--- src/rtl/ethernet_package.sv ---
`default_nettype none
// ============================================================================
// Module      : ethernet_package
// Description : Shared Ethernet receive definitions: deframer state encoding,
//               preamble/SFD byte values and the CRC-32 constants and
//               byte-update function.
// Revision    : 1.0 - initial release
// ============================================================================
package ethernet_package;

    // Receive deframer states.
    typedef enum logic [1:0] {
        IDLE     = 2'd0,
        PREAMBLE = 2'd1,
        PAYLOAD  = 2'd2,
        DROP     = 2'd3
    } rx_state_t;

    localparam logic [7:0]  c_preamble_byte = 8'h55;
    localparam logic [7:0]  c_sfd_byte      = 8'hD5;

    // CRC-32 in MSB-first register form with LSB-first data input. Running it
    // over data plus a correct FCS always leaves the fixed residue below.
    localparam logic [31:0] c_crc_poly      = 32'h04C11DB7;
    localparam logic [31:0] c_crc_init      = 32'hFFFFFFFF;
    localparam logic [31:0] c_crc_residue   = 32'hC704DD7B;

    // Bytes held back so the 4 FCS bytes never reach the output.
    localparam int          c_stage_depth   = 5;

    // One byte of CRC-32; data bits enter least-significant first.
    function automatic logic [31:0] crc32_next(input logic [31:0] crc_in,
                                               input logic [7:0]  data_in);
        logic [31:0] v_crc;
        logic        v_feedback;
        v_crc = crc_in;
        for (int i = 0; i < 8; i++) begin
            v_feedback = v_crc[31] ^ data_in[i];
            v_crc      = {v_crc[30:0], 1'b0};
            if (v_feedback) begin
                v_crc = v_crc ^ c_crc_poly;
            end
        end
        return v_crc;
    endfunction

endpackage : ethernet_package
`default_nettype wire

--- src/rtl/ethernet_crc32.sv ---
`default_nettype none
// ============================================================================
// Module      : ethernet_crc32
// Description : Byte-wise Ethernet CRC-32 accumulator with synchronous clear.
// Revision    : 1.0 - initial release
// ============================================================================
module ethernet_crc32
    import ethernet_package::*;
(
    input  logic        clock,
    input  logic        reset_n,
    input  logic        clear,
    input  logic        data_valid,
    input  logic [7:0]  data,
    output logic [31:0] crc
);

    logic [31:0] r_crc;

    // Accumulate one byte per strobe; clear returns the register to init.
    always_ff @(posedge clock or negedge reset_n) begin
        if (!reset_n) begin
            r_crc <= c_crc_init;
        end else if (clear) begin
            r_crc <= c_crc_init;
        end else if (data_valid) begin
            r_crc <= crc32_next(r_crc, data);
        end
    end

    assign crc = r_crc;

endmodule : ethernet_crc32
`default_nettype wire

--- src/rtl/gmii_rx_deframer.sv ---
`default_nettype none
// ============================================================================
// Module      : gmii_rx_deframer
// Description : Strips preamble, SFD and FCS from received GMII frames,
//               checks CRC/length/PHY error and flags bad or dropped frames.
// Revision    : 1.0 - initial release
// ============================================================================
module gmii_rx_deframer
    import ethernet_package::*;
#(
    parameter int MAXIMUM_FRAME_BYTES = 1518,
    parameter int MINIMUM_FRAME_BYTES = 64
) (
    input  logic       clock,
    input  logic       reset_n,
    input  logic       enable,
    input  logic       gmii_rx_data_valid,
    input  logic [7:0] gmii_rx_data,
    input  logic       gmii_rx_error,
    output logic [7:0] frame_data,
    output logic       frame_data_valid,
    output logic       frame_data_last,
    output logic       frame_error,
    output logic       frame_dropped
);

    localparam int                     c_len_width = $clog2(MAXIMUM_FRAME_BYTES + 2);
    localparam logic [c_len_width-1:0] c_len_sat   = c_len_width'(MAXIMUM_FRAME_BYTES + 1);
    localparam logic [c_len_width-1:0] c_len_max   = c_len_width'(MAXIMUM_FRAME_BYTES);
    localparam logic [c_len_width-1:0] c_len_min   = c_len_width'(MINIMUM_FRAME_BYTES);
    localparam logic [c_len_width-1:0] c_len_stage = c_len_width'(c_stage_depth);

    rx_state_t              r_state;
    rx_state_t              w_next_state;
    logic [7:0]             r_stage [c_stage_depth];
    logic [c_len_width-1:0] r_len;
    logic                   r_rx_err;
    logic                   r_seen_idle;
    logic [31:0]            w_crc;
    logic                   w_in_payload;
    logic                   w_payload_byte;
    logic                   w_staged_full;
    logic                   w_frame_bad;
    logic                   w_emit;
    logic                   w_emit_last;
    logic                   w_drop_pulse;

    assign w_in_payload   = (r_state == PAYLOAD);
    assign w_payload_byte = w_in_payload && gmii_rx_data_valid;
    assign w_staged_full  = (r_len >= c_len_stage);
    assign w_frame_bad    = (w_crc != c_crc_residue) || r_rx_err ||
                            (r_len < c_len_min) || (r_len > c_len_max);

    ethernet_crc32 u_crc (
        .clock      (clock),
        .reset_n    (reset_n),
        .clear      (!w_in_payload),
        .data_valid (w_payload_byte),
        .data       (gmii_rx_data),
        .crc        (w_crc)
    );

    // State register.
    always_ff @(posedge clock or negedge reset_n) begin
        if (!reset_n) begin
            r_state <= IDLE;
        end else begin
            r_state <= w_next_state;
        end
    end

    // Next state plus emit/drop decisions for the coming cycle. IDLE ignores
    // bytes until the line has gone quiet once after reset, so the tail of a
    // frame cut by reset is discarded without a drop pulse.
    always_comb begin
        w_next_state = r_state;
        w_emit       = 1'b0;
        w_emit_last  = 1'b0;
        w_drop_pulse = 1'b0;
        case (r_state)
            IDLE: begin
                if (gmii_rx_data_valid && r_seen_idle) begin
                    if (enable && gmii_rx_data == c_preamble_byte) begin
                        w_next_state = PREAMBLE;
                    end else if (enable && gmii_rx_data == c_sfd_byte) begin
                        w_next_state = PAYLOAD;
                    end else begin
                        w_next_state = DROP;
                    end
                end
            end
            PREAMBLE: begin
                if (!gmii_rx_data_valid) begin
                    w_next_state = IDLE;
                end else if (gmii_rx_data == c_sfd_byte) begin
                    w_next_state = PAYLOAD;
                end else if (gmii_rx_data != c_preamble_byte) begin
                    w_next_state = DROP;
                end
            end
            PAYLOAD: begin
                if (!gmii_rx_data_valid) begin
                    w_next_state = IDLE;
                    if (w_staged_full) begin
                        w_emit      = 1'b1;
                        w_emit_last = 1'b1;
                    end else begin
                        w_drop_pulse = 1'b1;
                    end
                end else if (w_staged_full) begin
                    w_emit = 1'b1;
                end
            end
            DROP: begin
                if (!gmii_rx_data_valid) begin
                    w_next_state = IDLE;
                    w_drop_pulse = 1'b1;
                end
            end
            default: w_next_state = IDLE;
        endcase
    end

    // Staging shift register, saturating length, sticky PHY error and the
    // registered output stage.
    always_ff @(posedge clock or negedge reset_n) begin
        if (!reset_n) begin
            for (int i = 0; i < c_stage_depth; i++) begin
                r_stage[i] <= 8'h00;
            end
            r_len            <= '0;
            r_rx_err         <= 1'b0;
            r_seen_idle      <= 1'b0;
            frame_data       <= 8'h00;
            frame_data_valid <= 1'b0;
            frame_data_last  <= 1'b0;
            frame_error      <= 1'b0;
            frame_dropped    <= 1'b0;
        end else begin
            r_seen_idle      <= r_seen_idle || !gmii_rx_data_valid;
            frame_data       <= w_emit ? r_stage[c_stage_depth-1] : 8'h00;
            frame_data_valid <= w_emit;
            frame_data_last  <= w_emit_last;
            frame_error      <= w_emit_last && w_frame_bad;
            frame_dropped    <= w_drop_pulse;
            if (w_payload_byte) begin
                r_stage[0] <= gmii_rx_data;
                for (int i = 1; i < c_stage_depth; i++) begin
                    r_stage[i] <= r_stage[i-1];
                end
                if (r_len != c_len_sat) begin
                    r_len <= r_len + 1'b1;
                end
                if (gmii_rx_error) begin
                    r_rx_err <= 1'b1;
                end
            end else if (!w_in_payload) begin
                r_len    <= '0;
                r_rx_err <= 1'b0;
            end
        end
    end

endmodule : gmii_rx_deframer
`default_nettype wire
--- config.mk ---
export PLATFORM = sky130hd
export DESIGN_NAME = gmii_rx_deframer
export DESIGN_NICKNAME = d
export VERILOG_FILES = /design/src/rtl/ethernet_package.sv /design/src/rtl/ethernet_crc32.sv /design/src/rtl/gmii_rx_deframer.sv
export SDC_FILE = /design/constraint.sdc
export NUM_CORES = 1
export LEC_CHECK = 0
export ABC_AREA = 1
export CORE_UTILIZATION = 65
export CTS_BUF_LIST = sky130_fd_sc_hd__clkbuf_4 sky130_fd_sc_hd__clkbuf_8 sky130_fd_sc_hd__clkbuf_16
export CTS_CLUSTER_DIAMETER = 150
export DETAILED_ROUTE_END_ITERATION = 12
export PLACE_DENSITY = 0.95
export SLEW_MARGIN = 20
export SYNTH_ARGS = -nofsm -noshare
export SYNTH_HDL_FRONTEND = slang
export SYNTH_SLANG_ARGS = --single-unit
--- constraint.sdc ---
create_clock -name clock -period 4.1 [get_ports clock]
set_input_delay 0.41 -clock clock [delete_from_list [all_inputs] [get_ports clock]]
set_output_delay 0.41 -clock clock [all_outputs]
set_load 0.03 [all_outputs]
==> summary.md, run 1 <==
| Metric | Value |
|---|---|
| RSZ-0062 raised after global routing | false |
| Final Slew Violations | 0 |
| YS warnings | 0 |
| Critical path type | register to register |
| First-pass GRT wire length | 20.9 mm |
| CTS root buf | clkbuf_8 |
| Overflow left after global routing | 0 |
| Worst Path Buf+Inv | 4 |
| Worst-Margin Slew | around 0.86 ns |
| Port buffer count | 24 |
| DRC | 0 |
| Global Route Usage Sum | between 30% and 40% |
| DRT Pass-1 Iters | 5 |
| Top cell type's share of synthesized area | between 30% and 40% |
| Relative slew slack | 42.5% |
| Synth top area cells | dfrtp_1, nand2_1, dfstp_2 |
| Number of synthesized register bits | 99 |
| Max Clock Skew | 0.00768 ns |
| Setup TNS Final | 0 ns |
| Asr flop ratio synth | 100% |
| NumNets Final | ~730 |
| Fin crit share | around three fifths |
| Synthesized instance count | 698 |
| HP Class | primary input to async pin |
| Max FO, Critical Path | 27 |
| Core area | 7770 sq um |
| RD Place Congestion | 1.01 |
| DPL Wire Length | 8.74 mm |
| Setup bufs post-CTS | 0 |
| Fmax | 408 MHz |
| Ports | 25 |
| Top FF cell, synth | dfrtp_1 |
| Minimum clock period | 2.45 ns |
| Cell family with most CP delay | buffers and inverters |
| Netlist Area Pre-Place | roughly 5300 sq um |
| CTS buffer count | 9 |
| DR WL/cell | 15.4 microns |
| Post-cts sizing count | 0 |
| Synthesized Nets | ~710 |
| Area Overhead vs Synth | 9.72% |
| 1st-iter DRT viols | between 400 and 500 |
| Critical path arrival | 2.75 ns |
| CP endpoint kind | register |
| Endpoints failing setup | 0 |
| Worst r2r path cells | 9 |
| Required @ worst endpoint | 4.40 ns |
| Htree depth | 3 |
| Initial antenna violation count | 0 |
| Diodes inserted | 0 |
| CTS Buffer Depth | 2 |
| Clk slew on worst S/H paths | 0.11 ns |
| Final WS setup | 1.65 ns |
| Die width | 91.9 microns |
| FP Rows | 32 |
| Vias in the first global route | 4542 |
| Crit path largest cell delay | 0.47 ns |
| Max stage delay cell, worst path | dfrtp_1 |
| Via count | 4764 |
| LEAKAGE | 0.00292 uW |
| Final hold violation count | 0 |
| Remaining antenna violation count after routing | 0 |
| Power per cell area | 637 nW/um^2 |
| Max-cap violations | 0 |
| Worst path cell trace | inv_1 > nand2_2 > nor2_1 > buf_4 > inv_2 > nand2_1 > inv_1 > nand2_1 > a21oi_1 |
| Status | completed |
| Initial core utilization | approximately 68% |
| Dpl ws | 1.51 ns |
| Share of cells above drive strength 1 | 9.25% |
| Post-layout power | around 3700 uW |
| CP Launch Type | register |
| CTS tree | built |
| Syn avg cell area | ~7.5 sq um |
| Vert. Die Dim | between 90 and 100 microns |
| Post-synth EDFFs | 0 |
| Hold Buf Count CTS | 0 |
| Full die area | 8440 sq um |
| Placed cell areas | 5560 sq um |
| Worst vdd ir | 0.493 mV |
| Final WL | 12.7 mm |
| CTS Sinks | 99 |
| Yosys top cell by area | dfrtp_1 |
| Sequential area share after synthesis | between 40 and 50% |
| Largest net degree at the start of global routing | between 60 and 70 |
| Critical path depth | 9 |
| Synth cell types | 30 |
| Post-Layout Inst Area | 5760 sq um |
| DR vias/cell | 5.77 |
| Clk_lat worst skew | 0.37 ns |
placed cells by master, fill, tap and decap left out, types with 15 or more instances in the layout:
cell and n:
nor2_1 42, o22ai_1 15, clkdlybuf4s50_1 23, o21ai_0 40, dfstp_2 32, nand3_1 36, inv_1 91, xor2_1 30
nand2_1 262, dfrtp_1 67
flip-flops by register name (all words and copies together), names as in the netlist, 2 cells and up:
name,cells
frame_data,8
r_len,11
r_stage,40
u_crc.crc,32
r_state,2
per-stage QoR:
step	instances	hold WS [ns]	utilization (%)
6_report	826	0.0924	74.2
5_1_grt	826	0.158	74.2
4_1_cts	826	0.126	74.2
3_5_place_dp	810	0.454	71.6
3_3_place_gp	810	0.453	71.6
2_1_floorplan	698	0.114	-
where the power goes:
| group | total (uW) | switching (uW) | internal [uW] |
|---|---|---|---|
| logic | 1470 | 1020 | 448 |
| clock network | 634 | 391 | 243 |
| registers | 1570 | 216 | 1350 |
| total | 3670 | 1630 | 2040 |
kinds of logic (layout without fill, tap and decap cells):
logic type	Yosys count	in the layout	share of synthesized area, %
simple gates	376	376	29.1
fa+ha+maj	2	2	0.476
xor+xnor	34	34	5.96
compound gates	77	77	8.15
flops	99	99	47.9
buf+inv	110	136	8.34
routing by layer:
layer	vias to the layer above	part of all wire [%]	GRT usage, %
li1	2220	-	-
met1	2209	38	39.0
met2	272	50	52.7
met3	63	8.2	7.05
met4	0	4.0	17.2
met5	-	0	0
worst reg2reg max path, stage by stage (launching register included):
cell and delay, ns:
dfrtp_1 0.47, inv_1 0.11, nand2_2 0.23, nor2_1 0.07, buf_4 0.20, inv_2 0.40
nand2_1 0.42, inv_1 0.26, nand2_1 0.07, a21oi_1 0.15
cells in the mapped netlist, types with 8 or more instances:
cell type	number
nand2_1	262
inv_1	91
dfrtp_1	67
nor2_1	43
o21ai_0	40
nand3_1	36
dfstp_2	32
xor2_1	30
o22ai_1	15
a21oi_1	12
nor3_1	11
nand2_2	9
buf_2	8
final cells by class:
cell class | count | area [sq um]
Fill cell | 553 | 2010
Clock inverter | 7 | 80.1
Clock buffer | 9 | 124
Timing Repair Buffer | 27 | 260
Tap cell | 102 | 128
Multi-Input combinational cell | 489 | 2300
Inverter | 93 | 349
Sequential cell | 99 | 2520
path summary, 6_finish.rpt:
kind,startpoint,end,slack [ns]
setup / recovery,r_state[0],r_len[3],1.65
hold / removal,reset_n,r_len[5],0.09
setup reg to reg,r_state[0],r_len[3],1.65
hold reg to reg,r_stage[14],r_stage[14],0.48
max in group asynchronous,reset_n,r_stage[18],3.03
min in group clock,r_stage[14],r_stage[14],0.48
No activity file was read; power rests on OpenSTA's default activity.
==> run 2: changes to the inputs <==
Settings changed: CORE_UTILIZATION 65 to 55, PLACE_DENSITY 0.95 to 0.89.
Clock period 4.1 ns to 2.2 ns, I/O delays scaled along.
==> summary.md, run 2 (synthesized netlist as in run 1, its figures left out) <==
| Metric | Value |
|---|---|
| 1st-iter DRT viols | 337 (was 435) |
| First-pass GRT wire length | 20.4 mm (was 20.9 mm) |
| HP Class | primary input to async pin (unchanged) |
| Max FFs per register | 40 (unchanged) |
| Full die area | 9940 sq um (was 8440 sq um) |
| Initial antenna violation count | 0 (unchanged) |
| Most frequent cell on the critical path | nand2_1 |
| Cell count after placement | 847 (was 810) |
| Ports | 25 (unchanged) |
| Final WL | 12.4 mm (was 12.7 mm) |
| Relative slew slack | 68.6% (was 42.5%) |
| Required @ worst endpoint | 2.51 ns (was 4.40 ns) |
| Post-layout power | 6910 uW (was 3670 uW) |
| RSZ-0062 raised after global routing | false (unchanged) |
| Cell family with most CP delay | simple AND/OR/NAND/NOR gates (was buffers and inverters) |
| Storage cell area | 2520 sq um (unchanged) |
| CTS tree | built (unchanged) |
| Final core occ | 63.9% (was 74.2%) |
| # fillers | 760 (was 553) |
| Setup TNS Final | 0 ns (unchanged) |
| Net switching power figure | 2940 uW (was 1630 uW) |
| Final Slew Violations | 0 (unchanged) |
| Fin crit share | 86.8% (was 59.7%) |
| Via count | 4634 (was 4764) |
| Largest net degree at the start of global routing | 49 (was 66) |
| Overflow left after global routing | 0 (unchanged) |
| DR WL/cell | 14.3 microns (was 15.4 microns) |
| Vias in the first global route | 4336 (was 4542) |
| Non-filler cells in the finished layout | 864 (was 826) |
| Initial core utilization | 56.8% (was 67.6%) |
| Multi-input combinational cell area | 2300 sq um (unchanged) |
| Max stage delay cell, worst path | dfstp_2 (was dfrtp_1) |
| Critical path type | register to register (unchanged) |
| Worst path cell trace | inv_1 > nand2_1 > nand2_1 > nand2_1 > nand2_2 > nand2_1 > nand2_1 > o21ai_0 > nand2_1 > nand2_1 > nand2_1 (was inv_1 > nand2_2 > nor2_1 > buf_4 > inv_2 > nand2_1 > inv_1 > nand2_1 > a21oi_1) |
| Clk slew on worst S/H paths | 0.10 ns (was 0.11 ns) |
| Htree depth | 3 (unchanged) |
| R2R Path Start | u_crc.crc[31] (was r_state[0]) |
| Core area | 9240 sq um (was 7770 sq um) |
| Placed cell areas | 5680 sq um (was 5560 sq um) |
| Final hold violation count | 0 (unchanged) |
| Fmax | 524 MHz (was 408 MHz) |
| NumNets Final | 745 (was 734) |
| Met2 usage | 44.5% (was 52.7%) |
| DRC | 0 (unchanged) |
| Power per cell area | 1170 nW/um^2 (was 637 nW/um^2) |
| DR vias/cell | 5.36 (was 5.77) |
| Commonest non-fill, non-tap cell in the layout | nand2_1 (unchanged) |
| Clock Power Share | 18.0% (was 17.3%) |
| Met1 usage | 32.9% (was 39.0%) |
| Status | completed (unchanged) |
| LEAKAGE | 0.00298 uW (was 0.00292 uW) |
| Endpoints failing setup | 0 (unchanged) |
| Sw Ratio | 42.6% (was 44.4%) |
| Max Clock Skew | 0.00982 ns (was 0.00768 ns) |
| Diodes inserted | 0 (unchanged) |
| Post-Layout Inst Area | 5900 sq um (was 5760 sq um) |
| Global Route Usage Sum | 26.6% (was 31.9%) |
| Critical path depth | 11 (was 9) |
| DRT Pass-1 Iters | 6 (was 5) |
| Crit path largest cell delay | 0.58 ns (was 0.47 ns) |
| Share of cells above drive strength 1 | 10.5% (was 9.25%) |
| CTS Sinks | 99 (unchanged) |
| Flop pwr share | 42.5% (was 42.7%) |
| CTS root buf | clkbuf_8 (unchanged) |
| CP endpoint kind | register (unchanged) |
| Max FO, Critical Path | 7 (was 27) |
| Worst Path Buf+Inv | 1 (was 4) |
| Minimum clock period | 1.91 ns (was 2.45 ns) |
| Max-cap violations | 0 (unchanged) |
| Port buffer count | 24 (unchanged) |
| Commonest non-fill, non-tap cells in the layout | nand2_1, inv_1, dfrtp_1 (unchanged) |
| Share of total power in combinational logic | 39.6% (was 40.1%) |
| Remaining antenna violation count after routing | 0 (unchanged) |
| CP Launch Type | register (unchanged) |
| DPL Wire Length | 9.16 mm (was 8.74 mm) |
| Vert. Die Dim | 99.7 microns (was 91.9 microns) |
| FP Rows | 35 (was 32) |
| CTS Buffer Depth | 2 (unchanged) |
| CTS buffer count | 9 (unchanged) |
| Origin of the worst setup path | u_crc.crc[31] (was r_state[0]) |
| Die width | 99.7 microns (was 91.9 microns) |
| Most Used Layer, Global Route | met2 (unchanged) |
| Internal Power | 3970 uW (was 2040 uW) |
| Largest Register | r_stage (unchanged) |
| Critical path arrival | 2.22 ns (was 2.75 ns) |
| Worst-Margin Slew | 0.471 ns (was 0.862 ns) |
| Clk_lat worst skew | 0.37 ns (about the same) |
| Worst vdd ir | 0.651 mV (was 0.493 mV) |
| RD Place Congestion | 1.03 (was 1.01) |
| Area Overhead vs Synth | 12.4% (was 9.72%) |
| Worst r2r path cells | 11 (was 9) |
| Global Route met3 Usage | 5.76% (was 7.05%) |
[run 2: cell count changes in the layout (fill, tap and decap cells not counted), sizes merged]
cell	delta
clkinv	-1
buf	+10
dlygate4sd3	+1
bufinv	+1
[run 2: timing repair]
| action | in CTS | in global routing |
|---|---|---|
| setup buffers | 0 | 0 |
| endpoints found under the hold margin | 17 | 0 |
| hold buffers | 1 | 0 |
| gates resized for setup | 0 | 0 |
[run 2: power groups by stage]
stage / combinational, uW / sequential, uW / clock (uW)
final: 2740 / 2930 / 1240
after global routing: 3100 / 2980 / 1350
after CTS: 2710 / 2920 / 1270
after detailed placement: 2690 / 2950 / 0
after global placement: 2620 / 2920 / 0
after floorplan: 2020 / 2820 / 0
[run 2: path summary, 6_finish.rpt]
check / to / slack, ns
max in group asynchronous: u_crc.crc[14] / 1.18
worst min-delay path: r_len[7] / 0.33
worst min register to register: r_stage[14] / 0.48
worst max register to register: u_crc.crc[11] / 0.29
worst max-delay path: u_crc.crc[11] / 0.29
min in group clock: r_rx_err / 0.41
[run 2: layout make-up]
type,count,share of cell area [%]
clock inverters,7,1.55
multi-input cells,489,39.0
well taps,129,2.73
clock buffers,9,2.10
inverters,93,5.91
repair buffers,38,6.06
flip-flops and latches,99,42.6
[run 2: metal layers]
layer	routed length (microns)	vias up
met3	857	34
li1	-	2243
met1	5130	2165
met4	391	0
met5	0	-
met2	6010	192
[run 2: stage by stage]
step           worst slack [ns]  hold slack (ns)
2_1_floorplan             0.681          -0.0756
3_3_place_gp             0.0166            0.211
3_5_place_dp           -0.00224            0.208
4_1_cts                   0.305            0.341
5_1_grt                   0.135            0.363
6_report                  0.290            0.330
[run 2: worst register-to-register path: cells and delay by family (launching register included)]
kind	cells	cell delay (ns)
AND/OR/NAND/NOR	9	0.91
flip-flops	1	0.58
AO/OA/AOI/OAI	1	0.29
buffers and inverters	1	0.07
==> run 3: changes to the inputs <==
Settings changed: CAP_MARGIN set to 20, CORE_ASPECT_RATIO set to 0.9.
==> summary.md, run 3 (synthesized netlist as in run 1, its figures left out) <==
| Metric | Value |
|---|---|
| Max FFs per register | 40 (unchanged) |
| DR WL/cell | 15.0 microns (was 14.3 microns) |
| Worst-Margin Slew | 0.470 ns (was 0.471 ns) |
| Largest net degree at the start of global routing | 43 (was 49) |
| Core area | 9210 sq um (was 9240 sq um) |
| Overflow left after global routing | 0 (unchanged) |
| Ports | 25 (unchanged) |
| Final Slew Violations | 0 (unchanged) |
| Relative slew slack | 68.7% (was 68.6%) |
| Status | completed (unchanged) |
| Endpoints failing setup | 0 (unchanged) |
| Global Route Usage Sum | 27.8% (was 26.6%) |
| Placed cell areas | 5720 sq um (was 5680 sq um) |
| Full die area | 9940 sq um (about the same) |
| NumNets Final | 753 (was 745) |
| CTS root buf | clkbuf_8 (unchanged) |
| Clk slew on worst S/H paths | 0.10 ns (about the same) |
| Post-layout power | 6900 uW (was 6910 uW) |
| DPL Wire Length | 9.48 mm (was 9.16 mm) |
| Fmax | 520 MHz (was 524 MHz) |
| Vias in the first global route | 4532 (was 4336) |
| Vert. Die Dim | 94.7 microns (was 99.7 microns) |
| # fillers | 772 (was 760) |
| Max FO, Critical Path | 7 (unchanged) |
| DRT Pass-1 Iters | 5 (was 6) |
| Origin of the worst setup path | u_crc.crc[31] (unchanged) |
| Minimum clock period | 1.92 ns (was 1.91 ns) |
| Post-Layout Inst Area | 5920 sq um (was 5900 sq um) |
| Final WL | 13.0 mm (was 12.4 mm) |
| Port buffer count | 24 (unchanged) |
| Crit path largest cell delay | 0.58 ns (about the same) |
| LEAKAGE | 0.00300 uW (was 0.00298 uW) |
| HP Class | primary input to async pin (unchanged) |
| Worst path cell trace | inv_1 > nand2_1 > nand2_1 > buf_4 > xor2_1 > nand2_1 > nand3_1 > nand3_1 > nand2_1 > inv_1 (was inv_1 > nand2_1 > nand2_1 > nand2_1 > nand2_2 > nand2_1 > nand2_1 > o21ai_0 > nand2_1 > nand2_1 > nand2_1) |
| 1st-iter DRT viols | 400 (was 337) |
| Clock Power Share | 16.6% (was 18.0%) |
| Area Overhead vs Synth | 12.8% (was 12.4%) |
| Max Clock Skew | 0.0101 ns (was 0.00982 ns) |
| R2R Path Start | u_crc.crc[31] (unchanged) |
| Commonest non-fill, non-tap cells in the layout | nand2_1, inv_1, dfrtp_1 (unchanged) |
| Most frequent cell on the critical path | nand2_1 (unchanged) |
| Critical path arrival | 2.24 ns (was 2.22 ns) |
| Internal Power | 3910 uW (was 3970 uW) |
| CTS buffer count | 9 (unchanged) |
| Post-cts sizing count | 0 (unchanged) |
| Final hold violation count | 0 (unchanged) |
| Power per cell area | 1170 nW/um^2 (about the same) |
| Share of cells above drive strength 1 | 11.4% (was 10.5%) |
| Max-cap violations | 0 (unchanged) |
| CTS Sinks | 99 (unchanged) |
| Remaining antenna violation count after routing | 0 (unchanged) |
| Net switching power figure | 2990 uW (was 2940 uW) |
| RD Place Congestion | 0.957 (was 1.03) |
| FP Rows | 33 (was 35) |
| Clk_lat worst skew | 0.38 ns (was 0.37 ns) |
| Required @ worst endpoint | 2.52 ns (was 2.51 ns) |
| Die width | 105 microns (was 99.7 microns) |
| Worst vdd ir | 0.589 mV (was 0.651 mV) |
| DR vias/cell | 5.44 (was 5.36) |
| Critical path type | register to register (unchanged) |
| CP endpoint kind | register (unchanged) |
| Initial antenna violation count | 0 (unchanged) |
| Via count | 4708 (was 4634) |
| Commonest non-fill, non-tap cell in the layout | nand2_1 (unchanged) |
| RSZ-0062 raised after global routing | false (unchanged) |
| First-pass GRT wire length | 21.3 mm (was 20.4 mm) |
| CTS Buffer Depth | 2 (unchanged) |
| Largest Register | r_stage (unchanged) |
| Diodes inserted | 0 (unchanged) |
| Fin crit share | 87.4% (was 86.8%) |
| Share of total power in combinational logic | 41.1% (was 39.6%) |
| Flop pwr share | 42.2% (was 42.5%) |
| CTS tree | built (unchanged) |
| Initial core utilization | 57.0% (was 56.8%) |
| Max stage delay cell, worst path | dfstp_2 (unchanged) |
| DRC | 0 (unchanged) |
| Setup TNS Final | 0 ns (unchanged) |
| CP Launch Type | register (unchanged) |
| Sw Ratio | 43.4% (was 42.6%) |
| Htree depth | 3 (unchanged) |
run 3: final timing paths:
path	endpoint	slack [ns]	cells after the start
max in group asynchronous	u_crc.crc[2]	1.16	3
worst min-delay path	r_len[7]	0.32	2
min in group clock	r_rx_err	0.40	3
worst max register to register	u_crc.crc[9]	0.28	10
worst min register to register	r_seen_idle	0.48	1
worst max-delay path	u_crc.crc[9]	0.28	10
run 3: what timing repair did:
action                    CTS  global route
hold buffers                1             0
buffers inserted            0             0
hold endpoints to repair   13             0
run 3: layout make-up:
cell class                 count  area [sq um]  area share, %
multi-input combinational    489          2300           38.9
tap                          122           153           2.58
inverter                      93           349           5.89
clock buffer                   9           124           2.09
clock inverter                 7          70.1           1.18
sequential                    99          2520           42.5
timing repair buffer          46           405           6.85
run 3: layer usage:
layer	GRT usage (%)	vias up	wire (microns)
li1	-	2255	-
met1	34.4	2231	5420
met2	47.2	191	6260
met3	5.94	31	843
met4	12.8	0	433
met5	0	-	0
run 3: through the flow:
| stage | util, % | instances | hold WS (ns) | setup WS (ns) |
|---|---|---|---|---|
| finish | 64.3 | 865 | 0.316 | 0.277 |
| CTS | 64.3 | 865 | 0.336 | 0.288 |
| floorplan | - | 698 | -0.0756 | 0.681 |
| detailed placement | 62.1 | 848 | 0.205 | 0.107 |
| global placement | 62.1 | 848 | 0.205 | 0.141 |
| global route | 64.3 | 865 | 0.349 | 0.109 |
run 3: power by group through the flow:
stage / logic (uW) / registers [uW] / clock network (uW)
3_5_place_dp: 2790 / 2930 / 0
6_report: 2840 / 2920 / 1150
3_3_place_gp: 2670 / 2900 / 0
5_1_grt: 3200 / 2970 / 1230
2_1_floorplan: 2020 / 2820 / 0
4_1_cts: 2820 / 2900 / 1160
run 3: critical path: cells and delay by family, from the launching register on:
| family | cells | cell delay (ns) |
|---|---|---|
| AND/OR/NAND/NOR | 6 | 0.67 |
| flip-flops | 1 | 0.58 |
| buffers and inverters | 3 | 0.35 |
| XOR/XNOR | 1 | 0.26 |
